===== src/rtl/oldland_bus_arbiter.sv =====
// Two-master arbiter sharing one memory bus between instruction fetch and data ports.
// Optional macro OLDLAND_ARB_ROUND_ROBIN_EN alternates simultaneous grants instead of favouring data.
module oldland_bus_arbiter #(
    parameter int unsigned TIMEOUT_CYCLES = 256
) (
    input  logic        clk,
    input  logic        rst,
    input  logic        i_access,
    input  logic [29:0] i_addr,
    output logic [31:0] i_data,
    output logic        i_ack,
    output logic        i_error,
    input  logic        d_access,
    input  logic [29:0] d_addr,
    input  logic        d_wr_en,
    input  logic [3:0]  d_bytesel,
    input  logic [31:0] d_wr_val,
    output logic [31:0] d_data,
    output logic        d_ack,
    output logic        d_error,
    output logic        m_access,
    output logic [29:0] m_addr,
    output logic        m_wr_en,
    output logic [3:0]  m_bytesel,
    output logic [31:0] m_wr_val,
    input  logic [31:0] m_data,
    input  logic        m_ack,
    input  logic        m_error
);

    localparam logic [1:0] IDLE  = 2'd0;
    localparam logic [1:0] I_BUS = 2'd1;
    localparam logic [1:0] D_BUS = 2'd2;
    localparam logic [1:0] RESP  = 2'd3;

    localparam logic [15:0] TIMEOUT_LAST = 16'(TIMEOUT_CYCLES - 1);

    logic [1:0]  state;
    logic [15:0] timeout_cnt;
    logic        pick_d;
    logic        bus_done;
    logic        bus_err;
    logic [31:0] bus_data;

`ifdef OLDLAND_ARB_ROUND_ROBIN_EN
    logic        last_grant_d;
`endif

    always_comb begin
        pick_d = d_access;
`ifdef OLDLAND_ARB_ROUND_ROBIN_EN
        if (i_access && d_access)
            pick_d = !last_grant_d;
`endif
    end

    // A timeout is reported as an error completion with no data.
    always_comb begin
        bus_done = m_ack || m_error || (timeout_cnt == TIMEOUT_LAST);
        bus_err  = m_error || !m_ack;
        bus_data = bus_err ? 32'd0 : m_data;
    end

    always_ff @(posedge clk or posedge rst) begin
        if (rst) begin
            state       <= IDLE;
            timeout_cnt <= 16'd0;
`ifdef OLDLAND_ARB_ROUND_ROBIN_EN
            last_grant_d <= 1'b0;
`endif
            i_data      <= 32'd0;
            i_ack       <= 1'b0;
            i_error     <= 1'b0;
            d_data      <= 32'd0;
            d_ack       <= 1'b0;
            d_error     <= 1'b0;
            m_access    <= 1'b0;
            m_addr      <= 30'd0;
            m_wr_en     <= 1'b0;
            m_bytesel   <= 4'd0;
            m_wr_val    <= 32'd0;
        end else begin
            i_ack   <= 1'b0;
            i_error <= 1'b0;
            d_ack   <= 1'b0;
            d_error <= 1'b0;
            case (state)
                IDLE: begin
                    if (i_access || d_access) begin
                        timeout_cnt <= 16'd0;
                        m_access    <= 1'b1;
`ifdef OLDLAND_ARB_ROUND_ROBIN_EN
                        last_grant_d <= pick_d;
`endif
                        if (pick_d) begin
                            state     <= D_BUS;
                            m_addr    <= d_addr;
                            m_wr_en   <= d_wr_en;
                            m_bytesel <= d_bytesel;
                            m_wr_val  <= d_wr_val;
                        end else begin
                            state     <= I_BUS;
                            m_addr    <= i_addr;
                            m_wr_en   <= 1'b0;
                            m_bytesel <= 4'hf;
                            m_wr_val  <= 32'd0;
                        end
                    end
                end
                I_BUS, D_BUS: begin
                    if (bus_done) begin
                        state    <= RESP;
                        m_access <= 1'b0;
                        if (state == D_BUS) begin
                            d_ack   <= 1'b1;
                            d_error <= bus_err;
                            d_data  <= bus_data;
                        end else begin
                            i_ack   <= 1'b1;
                            i_error <= bus_err;
                            i_data  <= bus_data;
                        end
                    end else begin
                        timeout_cnt <= timeout_cnt + 16'd1;
                    end
                end
                default: begin
                    // Requests are not sampled here; the requester drops access on seeing its ack.
                    state <= IDLE;
                end
            endcase
        end
    end

endmodule

===== config.mk =====
export PLATFORM = sky130hd
export DESIGN_NAME = oldland_bus_arbiter
export DESIGN_NICKNAME = d
export VERILOG_FILES = /design/src/rtl/oldland_bus_arbiter.sv
export SDC_FILE = /design/constraint.sdc
export NUM_CORES = 1
export LEC_CHECK = 0
export CAP_MARGIN = 10
export CORE_MARGIN = 4
export CORE_UTILIZATION = 35
export CTS_CLUSTER_DIAMETER = 30
export DETAILED_ROUTE_END_ITERATION = 6
export GPL_TIMING_DRIVEN = 0
export PLACE_DENSITY_LB_ADDON = 0.15
export SLEW_MARGIN = 15
export SYNTH_ARGS = -nofsm -noshare
export SYNTH_HDL_FRONTEND = slang
export SYNTH_SLANG_ARGS = --single-unit
export TNS_END_PERCENT = 50

===== constraint.sdc =====
create_clock -name clk -period 7.8 [get_ports clk]
set_input_delay 2.34 -clock clk [delete_from_list [all_inputs] [get_ports clk]]
set_output_delay 2.34 -clock clk [all_outputs]
set_load 0.03 [all_outputs]

Word-level counts from Yosys, hierarchy flattened
Index checks and enable logic that the tools add are counted.
{ "word_totals": {"ff_bits": 154, "in_bits": 135, "output_inout_bits": 136, "wordCells": 62} }
{ "classes": {"add_sub_neg": 1, "n_eq_ne": 6, "muxes": 27, "bitwise": 1, "reduce_logical": 14} }
{ "op_table": {"columns": ["cell", "n"], "rows": [
  ["$mux 32", 2],
  ["$mux 16", 2],
  ["$pmux 16 s2", 1],
  ["$mux 30", 1],
  ["$add 16x1->16 const B", 1],
  ["$eq 16x8->1 const B", 1],
  ["$mux 1", 15],
  ["$reduce_and 3->1", 4],
  ["$mux 2", 3],
  ["$ne 2x2->1 const B", 3],
  ["$logic_or 1x1->1", 4],
  ["$mux 4", 1],
  ["$pmux 2 s2", 1],
  ["$reduce_and 2->1", 2],
  ["$eq 2x1->1 const B", 1],
  ["$eq 2x2->1 const B", 1],
  ["$logic_not 2->1", 1],
  ["$pmux 1 s2", 1],
  ["$reduce_bool 2->1", 1],
  ["$reduce_or 2->1", 1],
  ["$logic_not 1->1", 1],
  ["$not 1->1", 1]
]} }

Logic depth before layout (Yosys ltp)
Gate-level depths: netlist of run 1.
{ "logic_depth": {"word_depth": 5, "depth_mapped": 9} }

Worst setup path after synthesis of run 1
OpenSTA, ideal clock, no wires.
{ "synth_timing": {"kind": "input -> register", "from": "in d_access", "to": "reg timeout_cnt[3]", "setup_ns": 0.131, "t_arrival_ns": 3.537, "required_time_ns": 7.669, "setup_slack_ns": 4.132, "path_stages": 8, "n_path_buf": 3, "path_cell_list": "buf_2 -> or3b_1 -> buf_2 -> o211ai_2 -> buf_4 -> nor2_1 -> mux2i_1 -> o21ai_1"} }
{ "synth_via": {"elab_chain_cells": 3} }
{ "synth_rtl": {"columns": ["element", "line_no", "source"], "rows": [
  ["start: declaration", "13", "input logic d_access,"],
  ["$logic_or 1x1->1", "89", "if (i_access || d_access) begin"],
  ["$ne 2x2->1 (no source line)", null, null],
  ["$reduce_and 3->1 (no source line)", null, null],
  ["end signal: assignment", "124", "timeout_cnt <= timeout_cnt + 16'd1;"],
  ["end: declaration", "39", "logic [15:0] timeout_cnt;"]
]} }
Every way passes these cells.
A chain may end at the register's enable or synchronous reset.

Worst setup path in the final report of run 1
{ "layout_timing": {"from": "reg i_data[27]", "to": "out i_data[27]"} }
{ "layout_lines": {"columns": ["element", "line_no", "source"], "rows": [
  ["start: declaration", "10", "output logic [31:0] i_data,"],
  ["start signal: assignment", "121", "i_data <= bus_data;"]
]} }
No word-level cell between the ends.

==> impl_metrics.py, run 1 <==
metrics = {
    "critical_path": {
        "critical-path-max-stage-delay_ns": 0.79,
        "crit_family": "buffers and inverters",
        "start_kind": "flip-flop",
        "crit_path_top_delay_cell": "clkdlybuf4s50_1",
        "crit_chain": "clkdlybuf4s50_1",
        "critPathKind": "reg2out",
        "crit_buf_inv": 1,
        "required_ns": 5.46,
        "critPathMaxFanout": 2,
        "crit_arrival_ns": 1.56,
        "endpoint_kind": "output port",
    },
    "routing": {
        "highest_layer": "met4",
        "first_pass_iters": 5,
        "ant_nets": 0,
        "wl_met1_um": 8040,
        "route.met3.wl_um": 1670,
        "wl_met2_um": 9900,
        "drc": 0,
        "drt-initial-drc-count": 275,
        "wl_um": 19900,
        "viasPerCell": 5.20,
        "via_count": 5405,
        "wire_per_inst_um": 19.2,
    },
    "timing": {
        "period_minus_slack_ns": 3.90,
        "report.final.slew_viol_count": 0,
        "finalSetupViolCount": 0,
        "finalHoldViolCount": 0,
        "relSlewSlack": 0.540,
        "tns_ns": 0,
        "timing.final.crit_share": 0.499,
        "max_freq_mhz": 257,
        "worst_slew_pin_slew_ns": 0.690,
        "rsz0062_at_grt": "no",
        "finalClockSkew_ns": 0.00750,
    },
    "logic_synthesis": {
        "synth.avg_cell_area_um2": 12.5,
        "synth-async-reset-ratio": 1.00,
        "synth_cell_types": 46,
        "synth_top_area_frac": 0.602,
        "syn_nets": 650,
        "synth_area_um2": 6400,
        "ys_warn_count": 0,
        "synth_edf_count": 0,
        "ys_seq_area_frac": 0.602,
        "synth-main-ff-cell": "dfrtp_1",
        "yosys.area.top_type": "dfrtp_1",
        "ys_ff_latch": 154,
        "syn_inst": 511,
        "yosys-top-cells-area": "dfrtp_1 (60%), a32o_1 (10%), mux2i_1 (5.6%), a22o_1 (5.1%), o21ai_0 (3.4%)",
    },
    "power_and_ir_drop": {
        "power_density_nw_per_um2": 429,
        "power.leakage_nw": 4.28,
        "total_power_mw": 4.30,
        "peakVddDrop_v": 0.000222,
    },
    "clocking": {
        "clock_sinks": 154,
        "clk_latency_ns": 0.41,
        "clockRootBuffer": "clkbuf_16",
        "cts_buffers": 17,
        "hold_buffers": 0,
        "post-cts-setup-buffers": 0,
        "cts_buffer_depth": 2,
        "clk_pin_slew_ns": 0.06,
        "cts_htree_levels": 4,
        "cts-resized-gates": 0,
        "cts_tree": "done",
    },
    "global_routing": {
        "grt.total_usage": 0.192,
        "grt_max_degree": 96,
        "grt_pass1_wl_um": 30700,
        "grt_pass1_vias": 5741,
        "gr-total-overflow": 0,
        "antenna_found_initial": 0,
    },
    "place": {
        "gp_congestion": 0.828,
        "dp_hpwl_um": 15100,
        "io_buffers": 269,
        "dpl_cell_area_um2": 9420,
    },
    "hold_path": {
        "hp-class": "reg2reg",
    },
    "finish": {
        "n_fill_cell": 1540,
        "ff_latch_area_um2": 3850,
        "nNetsFinal": 939,
        "antenna_cells": 0,
        "multiInputGateArea_um2": 2300,
        "final_cell_area_um2": 10000,
        "final_layout_size_suffix_gt1_frac": 0.0604,
        "area_delta_synth_final_pct": 56.3,
    },
    "floorplan": {
        "initial_core_util": 0.356,
        "core_um2": 18000,
        "ios": 271,
        "floorplan.die.height_um": 143,
        "die_area_um2": 20500,
        "die_w_um": 143,
        "row_count": 49,
    },
    "flow_run": {
        "cap_viol_max_count": 0,
    },
    "run_status": {
        "status": "finished, final reports clean",
    },
}
[report_power, final]
group	total, mW	switching, mW	internal, mW
clock network	0.831	0.319	0.512
registers	1.29	0.182	1.11
logic	2.17	1.28	0.895
[synthesized netlist by cell type, types with 2 or more instances]
master,count
clkbuf_1,20
dfrtp_1,154
nor2_1,11
o32ai_1,2
a32o_1,64
o21ai_0,44
nand3_1,8
nand2_4,2
mux2i_1,36
buf_6,6
a22o_1,37
nor3b_1,2
and3_1,4
nand2b_1,2
nor4_4,2
ha_1,4
nand2_1,47
inv_1,9
nand4_1,6
buf_1,12
a21oi_1,3
o22a_1,4
buf_2,4
o21ai_1,3
nor2b_1,2
and2_1,2
or3_1,2
[area by class of cell]
type | instances | share of cell area
multi-input cells | 305 | 0.230
clock buffers | 21 | 0.0450
well taps | 229 | 0.0286
repair buffers | 270 | 0.272
clock inverters | 9 | 0.0140
inverters | 9 | 0.00413
plain buffers | 43 | 0.0215
flip-flops and latches | 154 | 0.385
[logic make-up (layout without fill, tap and decap cells)]
logic type / Yosys count / after routing / synth area share
DFF: 154 / 154 / 0.602
xor gates and xnor gates: 2 / 2 / 0.00274
muxes: 36 / 36 / 0.0563
buffers and inverters: 52 / 352 / 0.0389
AOI/OAI and AO/OA: 166 / 166 / 0.211
adders and majority gates: 4 / 4 / 0.00782
and+or+nand+nor: 97 / 97 / 0.0813
[worst paths after layout]
| path | startpoint | endpoint | slack [ns] | depth (start not counted) |
|---|---|---|---|---|
| setup / recovery | i_data[27]$_DFFE_PP0P_ | i_data[27] | 3.90 | 1 |
| hold / removal | m_addr[29]$_DFFE_PP0P_ | m_addr[29]$_DFFE_PP0P_ | 0.48 | 2 |
| setup reg to reg | state[1]$_DFFE_PP0P_ | i_data[27]$_DFFE_PP0P_ | 5.62 | 6 |
| hold reg to reg | m_addr[29]$_DFFE_PP0P_ | m_addr[29]$_DFFE_PP0P_ | 0.48 | 2 |
| max in group asynchronous | rst | m_addr[13]$_DFFE_PP0P_ | 4.64 | 3 |
| min in group asynchronous | rst | m_wr_val[3]$_DFFE_PP0P_ | 2.35 | 2 |
[layout by cell type (no fill, tap or decap), drive strengths merged, types with 2 or more instances in the layout]
cell           synthesis  final
a21oi                  3      3
a22o                  37     37
a32o                  64     64
and2                   2      2
and3                   4      4
buf                   23     24
bufinv                 0      3
clkbuf                20     41
clkdlybuf4s50          0    269
clkinv                 0      2
clkinvlp               0      2
dfrtp                154    154
ha                     4      4
inv                    9     11
mux2i                 36     36
nand2                 49     49
nand2b                 3      3
nand3                  8      8
nand4                  7      7
nor2                  11     11
nor2b                  2      2
nor3b                  2      2
nor4                   3      3
o211ai                 2      2
o21ai                 47     47
o22a                   4      4
o32ai                  2      2
or3                    2      2
[metrics by stage]
step,setup slack (ns),instances,utilization,hold WS (ns)
6_report,3.90,1040,0.557,0.482
5_1_grt,3.76,1040,0.557,0.499
4_1_cts,3.88,1040,0.557,0.488
3_5_place_dp,3.50,1010,0.524,0.474
3_3_place_gp,-0.660,1009,0.522,0.463
2_1_floorplan,1.31,511,-,0.508
[per-layer routing]
layer  up-vias  GRT usage
met5         -          0
met4         0     0.0610
met3        23     0.0663
met2       208      0.321
met1      2653      0.234
li1       2521          -
[registers in the layout, summed over array words and instances, names as in the netlist]
register and flops:
m_bytesel 4, state 2, i_ack 1, timeout_cnt 16
m_wr_val 32, i_data 32, d_error 1, m_addr 30
m_wr_en 1, i_error 1, m_access 1, d_data 32
d_ack 1
(Power assumes the default switching activity.)
==> run 2, diff against run 1 <==
==> constraint.sdc (replaced) <==
create_clock -name clk -period 3.8 [get_ports clk]
set_input_delay 1.14 -clock clk [delete_from_list [all_inputs] [get_ports clk]]
set_output_delay 1.14 -clock clk [all_outputs]
set_load 0.03 [all_outputs]
==> run 2 against run 1 <==
- die area unchanged
- first-iteration DRC count down 6.5%
- critical path depth up 4
- sequential share of layout area about the same
- critical path type is now in2reg
- power up 100%
- clock power up 89%
- clock skew up 0.0015 ns
- wire length up 0.43%
- combinational power up 110%
- register-to-register slack worse by 4.0 ns
==> impl_metrics.py, run 2 (synthesis results as in run 1) <==
metrics = {
    "power_and_ir_drop": {
        "power.leakage_nw": 4.29,
        "peakVddDrop_v": 0.000395,
        "p_clk_frac": 0.181,
        "total_power_mw": 8.71,
        "sequentialPowerShare": 0.303,
        "switching_share": 0.421,
        "p_switching_mw": 3.67,
        "pwr-share-comb": 0.516,
        "internal_power_mw": 5.04,
        "power_density_nw_per_um2": 869,
    },
    "global_routing": {
        "grt_max_degree": 38,
        "grt_pass1_vias": 5760,
        "antenna_found_initial": 0,
        "grt_pass1_wl_um": 31200,
        "grt.total_usage": 0.195,
        "gr-total-overflow": 0,
    },
    "critical_path": {
        "crit_path_top_delay_cell": "clkdlybuf4s50_1",
        "required_ns": 4.15,
        "r2r_end": "timeout_cnt[3]$_DFFE_PP0P_",
        "critPathMaxFanout": 10,
        "crit_arrival_ns": 3.07,
        "endpoint_kind": "flip-flop",
        "reg2reg_slack_ns": 1.60,
        "start_kind": "input port",
        "critical-path-max-stage-delay_ns": 0.49,
        "critPathKind": "in2reg",
        "r2r_cells": 9,
        "crit_chain": "clkdlybuf4s50_1 -> nor2b_1 -> clkbuf_1 -> clkbuf_1 -> a32o_1",
        "cpMostUsedCell": "clkbuf_1",
        "r2r_start": "state[0]$_DFFE_PP0P_",
    },
    "finish": {
        "final_cell_area_um2": 10000,
        "antenna_cells": 0,
        "nNetsFinal": 942,
        "top_regs": "d_data x32, i_data x32, m_wr_val x32",
        "n_fill_cell": 1547,
        "final_cell_mix": "clkdlybuf4s50_1 (269), dfrtp_1 (154), a32o_1 (64)",
        "final_layout_size_suffix_gt1_frac": 0.0638,
        "post-route-util": 0.558,
        "area_delta_synth_final_pct": 56.5,
        "layout_commonest_cell": "clkdlybuf4s50_1",
        "fin_cells": 1044,
    },
    "timing": {
        "fin_ws_ns": 1.08,
        "finalHoldViolCount": 0,
        "worst_slew_pin_slew_ns": 0.700,
        "report.final.slew_viol_count": 0,
        "period_minus_slack_ns": 2.72,
        "rsz0062_at_grt": "no",
        "max_freq_mhz": 368,
        "finalSetupViolCount": 0,
        "tns_ns": 0,
        "finalClockSkew_ns": 0.00905,
        "holdWs_ns": 0.478,
        "relSlewSlack": 0.533,
        "timing.final.crit_share": 0.716,
    },
    "place": {
        "gp_congestion": 0.821,
        "io_buffers": 269,
        "dp_hpwl_um": 15700,
        "dp.cells": 1013,
        "dpl_cell_area_um2": 9470,
        "place_ws_ns": 0.599,
    },
    "routing": {
        "first_pass_iters": 4,
        "wl_um": 20000,
        "via_count": 5430,
        "wire_per_inst_um": 19.2,
        "ant_nets": 0,
        "drt-initial-drc-count": 257,
        "drc": 0,
        "viasPerCell": 5.20,
    },
    "hold_path": {
        "hp-class": "reg2reg",
        "holdPathStages": 2,
        "min_to": "m_addr[29]$_DFFE_PP0P_",
        "hp-start": "m_addr[29]$_DFFE_PP0P_",
    },
    "clocking": {
        "cts_buffer_depth": 2,
        "cts_tree": "done",
        "cts_htree_levels": 4,
        "cts-resized-gates": 0,
        "clock_sinks": 154,
        "cts_buffers": 17,
        "clk_pin_slew_ns": 0.06,
        "clockRootBuffer": "clkbuf_16",
        "hold_buffers": 0,
        "post-cts-setup-buffers": 0,
        "clk_latency_ns": 0.41,
    },
    "floorplan": {
        "floorplan.die.height_um": 143,
        "ios": 271,
        "die_w_um": 143,
        "core_um2": 18000,
        "die_area_um2": 20500,
        "initial_core_util": 0.356,
        "row_count": 49,
    },
    "flow_run": {
        "cap_viol_max_count": 0,
    },
    "run_status": {
        "status": "finished, final reports clean",
    },
}
run 2: cell count changes in the layout (fill, tap and decap cells not counted), sizes merged:
cell and delta:
bufinv -2, clkinvlp +1, inv -1, buf +3, clkbuf +1, clkinv +2
run 2: worst max-delay path by stage:
stage          cells past startpoint  start                     end  slack [ns]
4_1_cts                            5  m_ack  d_data[27]$_DFFE_PP0P_        1.02
5_1_grt                            5  m_ack  d_data[31]$_DFFE_PP0P_        0.91
2_1_floorplan                      1    rst         d_ack$_DFF_PP0_        0.72
6_report                           5  m_ack  d_data[17]$_DFFE_PP0P_        1.08
3_5_place_dp                       5  m_ack  d_data[27]$_DFFE_PP0P_        0.60
3_3_place_gp                       2    rst         i_ack$_DFF_PP0_       -0.52
run 2: power by group through the flow:
stage	Sequential (mW)	Combinational (mW)	Clock, mW
2_1_floorplan	3.79	1.44	0
3_3_place_gp	2.63	4.46	0
3_5_place_dp	2.65	4.54	0
4_1_cts	2.64	4.54	1.61
5_1_grt	2.71	4.79	1.68
6_report	2.64	4.50	1.57
run 2: worst max-delay path: cells and delay by family:
family,cells,cell delay (ns)
buffers and inverters,3,1.40
AO/OA/AOI/OAI,1,0.27
AND/OR/NAND/NOR,1,0.25
run 2: cell type report:
cell class,count,area [um2],area share
Sequential cell,154,3850,0.385
Multi-Input combinational cell,305,2300,0.230
Tap cell,229,287,0.0286
Inverter,9,37.5,0.00375
Buffer,43,215,0.0215
Clock inverter,9,92.6,0.00924
Clock buffer,22,454,0.0453
Timing Repair Buffer,273,2780,0.277
run 2: per-layer routing:
metal,track usage,part of all wire,wire [um],vias to the layer above
met4,0.0585,0.020,399,0
met1,0.228,0.38,7620,2688
met2,0.338,0.51,10300,192
li1,-,-,-,2527
met3,0.0683,0.086,1730,23
met5,0,0,0,-
